--- src/rtl/button_cond_pkg.sv ---
// Shared types and constants for the calculator button conditioner.
package button_cond_pkg;

    // Per-channel debounce state
    typedef enum logic [1:0] {
        IDLE         = 2'd0,
        PRESS_WAIT   = 2'd1,
        PRESSED      = 2'd2,
        RELEASE_WAIT = 2'd3
    } btn_state_t;

    // 10 ms debounce and 1 s long press at 50 MHz
    localparam int DEF_DEBOUNCE_CYCLES = 500000;
    localparam int DEF_LONG_CYCLES     = 50000000;

    // Bit positions inside the button vectors
    localparam int BTN_SUM   = 0;
    localparam int BTN_SUB   = 1;
    localparam int BTN_MULT  = 2;
    localparam int BTN_ONOFF = 3;

    function automatic int max_i(input int a, input int b);
        return (a > b) ? a : b;
    endfunction

endpackage

--- src/rtl/button_debounce_ch.sv ---
// One button channel: 2-FF synchroniser, arming, debounce FSM with a
// saturating stable-sample counter, registered level and pulse outputs.
// Long-press detection is built only when BUTTON_CONDITIONER_LONG_PRESS_EN
// is defined; otherwise long_pulse is constant 0.
module button_debounce_ch
    import button_cond_pkg::*;
#(
    parameter int DEBOUNCE_CYCLES = DEF_DEBOUNCE_CYCLES,
    parameter int LONG_CYCLES     = DEF_LONG_CYCLES
) (
    input  logic clk,
    input  logic rst_n,
    input  logic raw_n,
    output logic level_n,
    output logic press_pulse,
    output logic release_pulse,
    output logic long_pulse
);

`ifdef BUTTON_CONDITIONER_LONG_PRESS_EN
    localparam bit LONG_EN = 1'b1;
`else
    localparam bit LONG_EN = 1'b0;
`endif
    localparam int CNT_MAX = max_i(DEBOUNCE_CYCLES, LONG_EN ? LONG_CYCLES : 0);
    localparam int CNT_W   = $clog2(CNT_MAX + 1);

    localparam logic [CNT_W-1:0] CNT_ONE = CNT_W'(1);
    localparam logic [CNT_W-1:0] DB_LAST = CNT_W'(DEBOUNCE_CYCLES - 1);
    localparam logic [CNT_W-1:0] DB_FULL = CNT_W'(DEBOUNCE_CYCLES);

    logic             sync1, sync2;
    logic [1:0]       vld_pipe;
    logic             armed;
    btn_state_t       state, state_nxt;
    logic [CNT_W-1:0] cnt, cnt_nxt;
    logic             level_nxt, press_nxt, rel_nxt, long_nxt;

`ifdef BUTTON_CONDITIONER_LONG_PRESS_EN
    localparam logic [CNT_W-1:0] LG_LAST = CNT_W'(LONG_CYCLES - 1);
    localparam logic [CNT_W-1:0] LG_FULL = CNT_W'(LONG_CYCLES);
    logic long_done, long_done_nxt;
`endif

    // Synchroniser; vld_pipe marks when sync2 holds a real pad sample rather
    // than its reset value, so a button held through reset never arms
    always_ff @(posedge clk or negedge rst_n) begin
        if (!rst_n) begin
            sync1    <= 1'b1;
            sync2    <= 1'b1;
            vld_pipe <= 2'b00;
            armed    <= 1'b0;
        end else begin
            sync1    <= raw_n;
            sync2    <= sync1;
            vld_pipe <= {vld_pipe[0], 1'b1};
            armed    <= armed | (vld_pipe[1] & sync2);
        end
    end

    // State, counter and registered outputs
    always_ff @(posedge clk or negedge rst_n) begin
        if (!rst_n) begin
            state         <= IDLE;
            cnt           <= '0;
            level_n       <= 1'b1;
            press_pulse   <= 1'b0;
            release_pulse <= 1'b0;
            long_pulse    <= 1'b0;
`ifdef BUTTON_CONDITIONER_LONG_PRESS_EN
            long_done     <= 1'b0;
`endif
        end else begin
            state         <= state_nxt;
            cnt           <= cnt_nxt;
            level_n       <= level_nxt;
            press_pulse   <= press_nxt;
            release_pulse <= rel_nxt;
            long_pulse    <= long_nxt;
`ifdef BUTTON_CONDITIONER_LONG_PRESS_EN
            long_done     <= long_done_nxt;
`endif
        end
    end

    // Next-state logic; any bounce restarts the count in the wait states
    always_comb begin
        state_nxt = state;
        cnt_nxt   = cnt;
        level_nxt = level_n;
        press_nxt = 1'b0;
        rel_nxt   = 1'b0;
        long_nxt  = 1'b0;
`ifdef BUTTON_CONDITIONER_LONG_PRESS_EN
        long_done_nxt = long_done;
`endif
        case (state)
            IDLE: begin
                if (armed && !sync2) begin
                    state_nxt = PRESS_WAIT;
                    cnt_nxt   = CNT_ONE;
                end
            end
            PRESS_WAIT: begin
                if (sync2) begin
                    state_nxt = IDLE;
                    cnt_nxt   = '0;
                end else if (cnt == DB_LAST) begin
                    state_nxt = PRESSED;
                    cnt_nxt   = DB_FULL;
                    press_nxt = 1'b1;
                    level_nxt = 1'b0;
                end else begin
                    cnt_nxt = cnt + CNT_ONE;
                end
            end
            PRESSED: begin
                if (sync2) begin
                    state_nxt = RELEASE_WAIT;
                    cnt_nxt   = CNT_ONE;
                end
`ifdef BUTTON_CONDITIONER_LONG_PRESS_EN
                // long_done survives release bounces so the pulse fires once per press
                else if (!long_done) begin
                    if (cnt >= LG_LAST) begin
                        cnt_nxt       = LG_FULL;
                        long_nxt      = 1'b1;
                        long_done_nxt = 1'b1;
                    end else begin
                        cnt_nxt = cnt + CNT_ONE;
                    end
                end
`endif
            end
            RELEASE_WAIT: begin
                if (!sync2) begin
                    state_nxt = PRESSED;
                    cnt_nxt   = '0;
                end else if (cnt == DB_LAST) begin
                    state_nxt = IDLE;
                    cnt_nxt   = '0;
                    rel_nxt   = 1'b1;
                    level_nxt = 1'b1;
`ifdef BUTTON_CONDITIONER_LONG_PRESS_EN
                    long_done_nxt = 1'b0;
`endif
                end else begin
                    cnt_nxt = cnt + CNT_ONE;
                end
            end
            default: begin
                state_nxt = IDLE;
                cnt_nxt   = '0;
            end
        endcase
    end

endmodule

--- src/rtl/button_conditioner.sv ---
// Calculator push-button conditioner: N_BTN independent debounce channels,
// bit order {on/off, mult, sub, sum}. Optional long-press detection is
// enabled by defining BUTTON_CONDITIONER_LONG_PRESS_EN.
module button_conditioner
    import button_cond_pkg::*;
#(
    parameter int N_BTN           = 4,
    parameter int DEBOUNCE_CYCLES = DEF_DEBOUNCE_CYCLES,
    parameter int LONG_CYCLES     = DEF_LONG_CYCLES
) (
    input  logic             clk,
    input  logic             rst_n,
    input  logic [N_BTN-1:0] btn_raw_n,
    output logic [N_BTN-1:0] btn_level_n,
    output logic [N_BTN-1:0] btn_press,
    output logic [N_BTN-1:0] btn_release,
    output logic [N_BTN-1:0] btn_long
);

    for (genvar i = 0; i < N_BTN; i++) begin : g_ch
        button_debounce_ch #(
            .DEBOUNCE_CYCLES (DEBOUNCE_CYCLES),
            .LONG_CYCLES     (LONG_CYCLES)
        ) u_ch (
            .clk           (clk),
            .rst_n         (rst_n),
            .raw_n         (btn_raw_n[i]),
            .level_n       (btn_level_n[i]),
            .press_pulse   (btn_press[i]),
            .release_pulse (btn_release[i]),
            .long_pulse    (btn_long[i])
        );
    end

endmodule

--- config.mk ---
export PLATFORM = sky130hd
export DESIGN_NAME = button_conditioner
export DESIGN_NICKNAME = d
export VERILOG_FILES = /design/src/rtl/button_cond_pkg.sv /design/src/rtl/button_debounce_ch.sv /design/src/rtl/button_conditioner.sv
export SDC_FILE = /design/constraint.sdc
export NUM_CORES = 1
export LEC_CHECK = 0
export CELL_PAD_IN_SITES_DETAIL_PLACEMENT = 2
export CELL_PAD_IN_SITES_GLOBAL_PLACEMENT = 2
export CORE_ASPECT_RATIO = 0.6
export CORE_MARGIN = 2
export CORE_UTILIZATION = 44
export CTS_BUF_LIST = sky130_fd_sc_hd__clkbuf_8 sky130_fd_sc_hd__clkbuf_16
export DETAILED_ROUTE_END_ITERATION = 6
export DONT_BUFFER_PORTS = 1
export PLACE_DENSITY_LB_ADDON = 0.08
export SLEW_MARGIN = 20
export SYNTH_ARGS = -nofsm -noshare
export SYNTH_HDL_FRONTEND = slang
export SYNTH_SLANG_ARGS = --single-unit
--- constraint.sdc ---
create_clock -name clk -period 4 [get_ports clk]
set_input_delay 0.8 -clock clk [delete_from_list [all_inputs] [get_ports clk]]
set_output_delay 0.8 -clock clk [all_outputs]
set_load 0.02 [all_outputs]
==> summary.md, run 1 <==
| Metric | Value |
|---|---|
| Pint | `approximately 2000 uW` |
| CTS clock-pin slew for the worst setup and hold paths | `around 0.070 ns` |
| Register area share after synthesis | `46.8%` |
| Synth Flop Type | `dfrtp_1` |
| Compound-Gate Fraction of Synth Area | `around 20%` |
| CTS Root Cell | `clkbuf_16` |
| Vias per cell | `roughly 6.3` |
| Final Hold Vio Count | `0` |
| Clk_lat worst skew | `0.36 ns` |
| DR top layer | `met4` |
| Crit path kind | `register to register` |
| Total negative slack | `0 ns` |
| Mapped Area | `just under 6000 um^2` |
| Hold Crit Class | `input pin to async pin` |
| PortBufs | `0` |
| Number of synthesized flops with an enable pin | `0` |
| Leakage | `~0.0026 uW` |
| Mapped Cells | `between 600 and 700` |
| Post_cts resized | `0` |
| Wirelength per Cell | `21.8 um` |
| Die ar. | `14,400 um^2` |
| Area Overhead vs Synth | `5.38%` |
| PwrDens | `between 400 and 500 nW/um^2` |
| Routability cong. | `0.805` |
| RSZ-0062 raised after global routing | `false` |
| TritonCTS Buffers | `9` |
| Drt pass-1 iters | `4` |
| Crit Path Max Fanout | `6` |
| CP endpoint kind | `register` |
| DP Area | `roughly 6000 um^2` |
| Row cnt | `32` |
| Largest family of logic cells by synthesized area | `simple AND/OR/NAND/NOR gates` |
| # diodes | `0` |
| First-pass GRT wire length | `between 20,000 and 30,000 um` |
| Post-synth top area share | `roughly 42%` |
| CTS Buffer Depth | `2` |
| # hold bufs at CTS | `0` |
| Combinational power share | `19.3%` |
| Syn avg cell area | `a little over 9 um^2` |
| Tot GR Track Use | `around 25%` |
| Met2 wire length | `between 7000 and 8000 um` |
| Final setup violation count | `0` |
| Status | `finished, final reports clean` |
| CTS tree | `built` |
| Least-Margin Pin Slew | `between 0.9 and 1 ns` |
| Die W | `154 um` |
| Net switching share of the total power | `between 30% and 40%` |
| Worst slew margin | `between 30% and 40%` |
| Yosys top cell by area | `dfrtp_1` |
| Nets | `about 620` |
| DR iter-0 viols | `between 200 and 300` |
| Max Clk Rate | `416 MHz` |
| Synth area leaders | `dfrtp_1, dfstp_2, nand3_1` |
| Met3 wire length | `412 um` |
| Core Region | `about 13,000 um^2` |
| WP data required | `between 4 and 5 ns` |
| Via count | `about 5,000` |
| Yosys reg bits | `between 100 and 150` |
| Period utilization | `60.1%` |
| Count leader, synth | `dfrtp_1` |
| Global route overflow | `0` |
| Worst Setup Start Kind | `register` |
| Period minus WS final | `roughly 2.4 ns` |
| Starting Density | `approximately 46%` |
| Clk pwr share | `34.2%` |
| Post-Synth XOR/XNOR Area | `less than 1%` |
| ANT nets after route | `0` |
| Fraction of synthesized area in multiplexers | `0.678%` |
| Post CTS Setup Buffer Count | `0` |
| Synth Area in Simple Gates | `between 20 and 30%` |
| Setup Skew | `roughly 0.012 ns` |
| Distinct cells, synth | `between 60 and 70` |
| Post-DP HPWL | `between 10,000 and 15,000 um` |
| FFs w/ async S/R, synth | `100%` |
| Antenna violations before repair | `0` |
| Fin. max-slew vios | `0` |
| Worst Path Arrival | `roughly 2.7 ns` |
| Vias in the first global route | `5,259` |
| CP max stage delay | `0.72 ns` |
| Maximum VDD drop | `between 0.2 and 0.25 mV` |
| Die Span Y | `between 90 and 100 um` |
| Largest net degree at the start of global routing | `between 100 and 150` |
| Clock sinks | `110` |
| Metal-1 WL | `~8500 um` |
| IO Pins | `22` |
| Yosys Warn Count | `0` |
| Max-cap violation count | `0` |
| Top cells by count, synth | `dfrtp_1, nand2_1, nand3_1` |
| DRT Wirelength | `approximately 17,000 um` |
| Flop pwr share | `46.6%` |
| H-tree Lvls | `3` |
| Residual DRC count | `0` |
| Layout cell share with drive strength beyond 1 | `around 9%` |
| Max stage delay cell, worst path | `nor4_1` |
| Psw | `approximately 960 uW` |
| CP cell instances | `ha_1 -> nand4_4 -> nor4_1 -> nand3_1 -> a21o_1 -> a22o_1` |
| Design Area, Final | `around 6200 um^2` |
| Post-Synth Adder-Cell Area | `0.847%` |
kinds of logic after synthesis:
kind of cell,Yosys count
AND/OR/NAND/NOR,278
AO/OA/AOI/OAI,182
flip-flops,110
buffers and inverters,54
adder cells (fa/ha/maj),4
multiplexers,4
XOR/XNOR,3
other,2
worst max-delay path, delay by kind of cell (launching register included):
kind            cells  cell delay [ns]
flops               1             0.43
compound gates      2             0.44
fa+ha+maj           1             0.33
simple gates        3             1.09
path summary, 6_finish.rpt:
check	from	end	slack (ns)	depth (start not counted)
min reg2reg	g_ch[0].u_ch.sync1$_DFF_PN1_	g_ch[0].u_ch.sync2$_DFF_PN1_	0.36	0
max	g_ch[3].u_ch.cnt[0]$_DFFE_PN0P_	g_ch[3].u_ch.cnt[16]$_DFFE_PN0P_	1.60	6
max reg2reg	g_ch[3].u_ch.cnt[0]$_DFFE_PN0P_	g_ch[3].u_ch.cnt[16]$_DFFE_PN0P_	1.60	6
min in group clk	g_ch[0].u_ch.sync1$_DFF_PN1_	g_ch[0].u_ch.sync2$_DFF_PN1_	0.36	0
max in group asynchronous	rst_n	g_ch[3].u_ch.level_n$_DFFE_PN1P_	3.62	0
min	rst_n	g_ch[1].u_ch.cnt[3]$_DFFE_PN0P_	0.13	0
state kept, by name, summed over array words and instances, names as in the netlist, named ones only:
name and flops:
g_ch.u_ch.release_pulse 4, g_ch.u_ch.sync2 4, g_ch.u_ch.cnt 76, g_ch.u_ch.sync1 4
g_ch.u_ch.vld_pipe 2, g_ch.u_ch.press_pulse 4, g_ch.u_ch.level_n 4, g_ch.u_ch.armed 4
g_ch.u_ch.state 4
metal layers:
layer  GRT usage [%]  vias to the layer above
met4            5.50                        0
met1            35.0                     2573
met3            5.21                       19
li1                -                     2307
met5               0                        -
met2            39.8                       68
placed cells by master, fill, tap and decap left out, types with 3 or more instances in the layout:
master,count
o31ai_1,7
and4_1,8
or2b_1,3
nand2b_1,8
nor4_1,10
o21ai_1,3
dfrtp_1,98
nor2b_1,4
nor3_1,10
dfstp_2,12
nand2_1,60
or2_2,7
o211ai_1,5
a21o_1,17
clkbuf_16,9
xnor2_1,3
a31oi_1,26
and3_1,13
or3_1,5
a22o_1,14
ha_1,4
inv_1,11
nand3_1,46
a41oi_1,10
mux2i_1,4
and2_1,11
o21ai_0,36
a21oi_1,38
a211o_1,6
conb_1,5
or4_1,3
a21oi_2,3
nand4_1,23
nor2_1,45
nor4bb_1,4
nor4b_1,4
power groups by stage:
stage	registers [uW]	logic (uW)	clock network, uW
2_1_floorplan	1270	473	0
3_3_place_gp	1350	508	0
3_5_place_dp	1370	548	0
4_1_cts	1350	560	1010
5_1_grt	1370	628	1050
6_report	1350	561	993
cell type report:
type                       instances  area [um^2]
timing repair buffer               2         15.0
clock inverter                     6         85.1
fill                            1394         6750
sequential                       110         2770
tap                              170          213
inverter                          10         37.5
clock buffer                      10          239
multi-input combinational        476         2870
per-stage QoR:
stage	hold slack (ns)	setup slack, ns	total power (uW)	cells	util [%]
finish	0.132	1.60	2910	784	48.0
global route	0.110	1.39	3050	784	48.0
CTS	0.118	1.59	2920	784	47.9
detailed placement	0.346	1.62	1920	768	45.4
global placement	0.332	1.79	1860	768	45.4
floorplan	0.331	1.95	1750	640	-
Note: power is estimated with default switching activity, not from simulation.
==> run 2, diff against run 1 <==
CORE_UTILIZATION = 41   (was 44)
clock period = 2.3 ns   (was 4 ns; I/O delays follow)
==> run 2 against run 1 <==
Effect of this change: sequential share of layout area decreased by 1.5 points; setup slack lost 1.5 ns; the run now ends with hold timing left; final cell count grew 6.6%; power grew 68%; non-clock buffer count rose by 30; critical endpoint is now g_ch[3].u_ch.cnt[12]$_DFFE_PN0P_; wire length decreased by 1.0%; combinational power increased by 110%; clock power is 46% higher; die area is 7.1% higher; via count grew 0.56%; core utilization shrank 1.6 points.
==> summary.md, run 2 (same netlist as run 1, synthesis figures left out) <==
| Metric | Value |
|---|---|
| Wirelength per Cell | `20.2 um (-7.2%)` |
| Clk_lat worst skew | `0.35 ns (about the same)` |
| ANT nets after route | `0 (unchanged)` |
| Vias per cell | `5.97 (-5.7%)` |
| Vias in the first global route | `5,391 (+2.5%)` |
| Crit Path Max Fanout | `17 (+11)` |
| IO Pins | `22 (unchanged)` |
| Status | `finished, violations left` |
| Most common cell after layout, fill and taps aside | `dfrtp_1` |
| Drt pass-1 iters | `4 (unchanged)` |
| Most frequent cells in the layout | `dfrtp_1, nand2_1, nand3_1` |
| Worst Path Arrival | `2.43 ns (-0.22 ns)` |
| Final setup violation count | `0 (unchanged)` |
| Routability cong. | `0.810 (+0.67%)` |
| TritonCTS Buffers | `9 (unchanged)` |
| Area Overhead vs Synth | `9.02%` |
| Period minus WS final | `2.19 ns (-0.217 ns)` |
| Starting Density | `42.6% (-3.0 points)` |
| Crit path kind | `register to register` |
| Hold_ws | `-0.201 ns (-0.333 ns)` |
| CP top delay family | `simple AND/OR/NAND/NOR gates` |
| Hold Crit Class | `input pin to async pin` |
| Buf/Inv on CP | `1 (+1)` |
| CTS tree | `built` |
| Setup ws final | `0.114 ns (-1.48 ns)` |
| Setup WS pre-CTS | `0.0273 ns (-1.60 ns)` |
| CP endpoint kind | `register` |
| Largest register FFs | `76 (unchanged)` |
| Maximum VDD drop | `0.376 mV (+70%)` |
| Global route overflow | `0 (unchanged)` |
| H-tree Lvls | `3 (unchanged)` |
| Failing checks | `hold timing` |
| Max Clk Rate | `457 MHz (+9.9%)` |
| DRT Wirelength | `16,900 um (-1.0%)` |
| Design Area, Final | `6440 um^2 (+3.5%)` |
| WP data required | `2.55 ns (-1.70 ns)` |
| PwrDens | `759 nW/um^2 (+63%)` |
| Max-cap violation count | `0 (unchanged)` |
| Worst reg2reg setup slack | `0.11 ns (-1.48 ns)` |
| Final Hold Vio Count | `103 (+103)` |
| CTS clock-pin slew for the worst setup and hold paths | `0.08 ns (about the same)` |
| DR iter-0 viols | `310 (+17%)` |
| DP Area | `6130 um^2 (+4.0%)` |
| Antenna violations before repair | `0 (unchanged)` |
| Layout cell share with drive strength beyond 1 | `13.2% (+4.2 points)` |
| Worst slew margin | `54.2% (+21 points)` |
| Die W | `159 um (+3.5%)` |
| CTS Root Cell | `clkbuf_16` |
| Die Span Y | `97.0 um (+3.4%)` |
| Final core occ | `46.4% (-1.6 points)` |
| PortBufs | `0 (unchanged)` |
| Leakage | `0.00269 uW (+5.5%)` |
| Row cnt | `33 (+3.1%)` |
| Core Region | `13,900 um^2 (+6.9%)` |
| Clock sinks | `110 (unchanged)` |
| Residual DRC count | `0 (unchanged)` |
| # diodes | `0 (unchanged)` |
| Fin. max-slew vios | `0 (unchanged)` |
| CP cell instances | `or4b_4 -> nor4_4 -> buf_4 -> a21oi_2 -> a21o_1 -> a22o_1` |
| Largest net degree at the start of global routing | `111 (unchanged)` |
| Worst Setup Start Kind | `register` |
| Setup Skew | `0.0115 ns (-0.000140 ns)` |
| Tot GR Track Use | `23.3% (-1.6 points)` |
| First-pass GRT wire length | `29,300 um (+2.0%)` |
| CTS Buffer Depth | `2 (unchanged)` |
| Max stage delay cell, worst path | `or4b_4` |
| Die ar. | `15,400 um^2 (+7.1%)` |
| Most flops, register | `g_ch.u_ch.cnt` |
| Via count | `4,995 (+0.56%)` |
| Post-DP HPWL | `12,200 um (+3.9%)` |
| Nets | `649 (+4.8%)` |
| Placed insts | `818 (+6.5%)` |
| CP max stage delay | `0.55 ns (-0.17 ns)` |
| Period utilization | `95.1% (+35 points)` |
| Cell Count, Final, Fillers Out | `836 (+6.6%)` |
| Least-Margin Pin Slew | `0.687 ns (-0.304 ns)` |
## run 2: worst paths after layout
path	startpoint	end	cells after the start
setup reg to reg	g_ch[3].u_ch.cnt[12]$_DFFE_PN0P_	g_ch[3].u_ch.cnt[12]$_DFFE_PN0P_	6
min in group clk	btn_raw_n[0]	g_ch[0].u_ch.sync1$_DFF_PN1_	0
max in group asynchronous	rst_n	g_ch[3].u_ch.sync1$_DFF_PN1_	0
setup / recovery	g_ch[3].u_ch.cnt[12]$_DFFE_PN0P_	g_ch[3].u_ch.cnt[12]$_DFFE_PN0P_	6
hold reg to reg	g_ch[3].u_ch.vld_pipe[0]$_DFF_PN0_	g_ch[0].u_ch.vld_pipe[1]$_DFF_PN0_	0
hold / removal	rst_n	g_ch[0].u_ch.cnt[0]$_DFFE_PN0P_	0
## run 2: layer usage
metal | global-route usage (%) | routed length (um)
met3 | 4.03 | 313
met4 | 4.27 | 160
met2 | 37.3 | 7630
met1 | 33.7 | 8810
met5 | 0 | 0
## run 2: cell type report
cell class	count	area [um^2]
fillers	1507	7430
multi-input cells	476	2890
flip-flops and latches	110	2770
repair buffers	32	240
well taps	192	240
clock buffers	9	225
inverters	10	37.5
clock inverters	7	36.3
## run 2: per-stage QoR
stage / total power (uW) / TNS [ns] / hold slack, ns
global route: 5170 / -0.00400 / -0.219
finish: 4890 / 0 / -0.201
global placement: 3370 / 0 / 0.167
CTS: 4920 / 0 / -0.216
detailed placement: 3450 / 0 / 0.166
floorplan: 3040 / 0 / 0.164
## run 2: what timing repair did
action	in CTS	in global routing
setup buffers	0	2
setup endpoints to repair	0	22
resized for setup	0	8
hold endpoints to repair	110	110
## run 2: report_power, final
part / switching, uW / internal [uW] / leakage (uW)
combinational: 740 / 430 / 0.00110
clock: 729 / 724 / 0.000141
sequential: 198 / 2070 / 0.00145
==> run 3, diff against run 2 <==
GPL_TIMING_DRIVEN = 1   (was not set)
==> results of run 3 <==
Same layout as run 2: the final DEF is identical, and so are final timing and power.
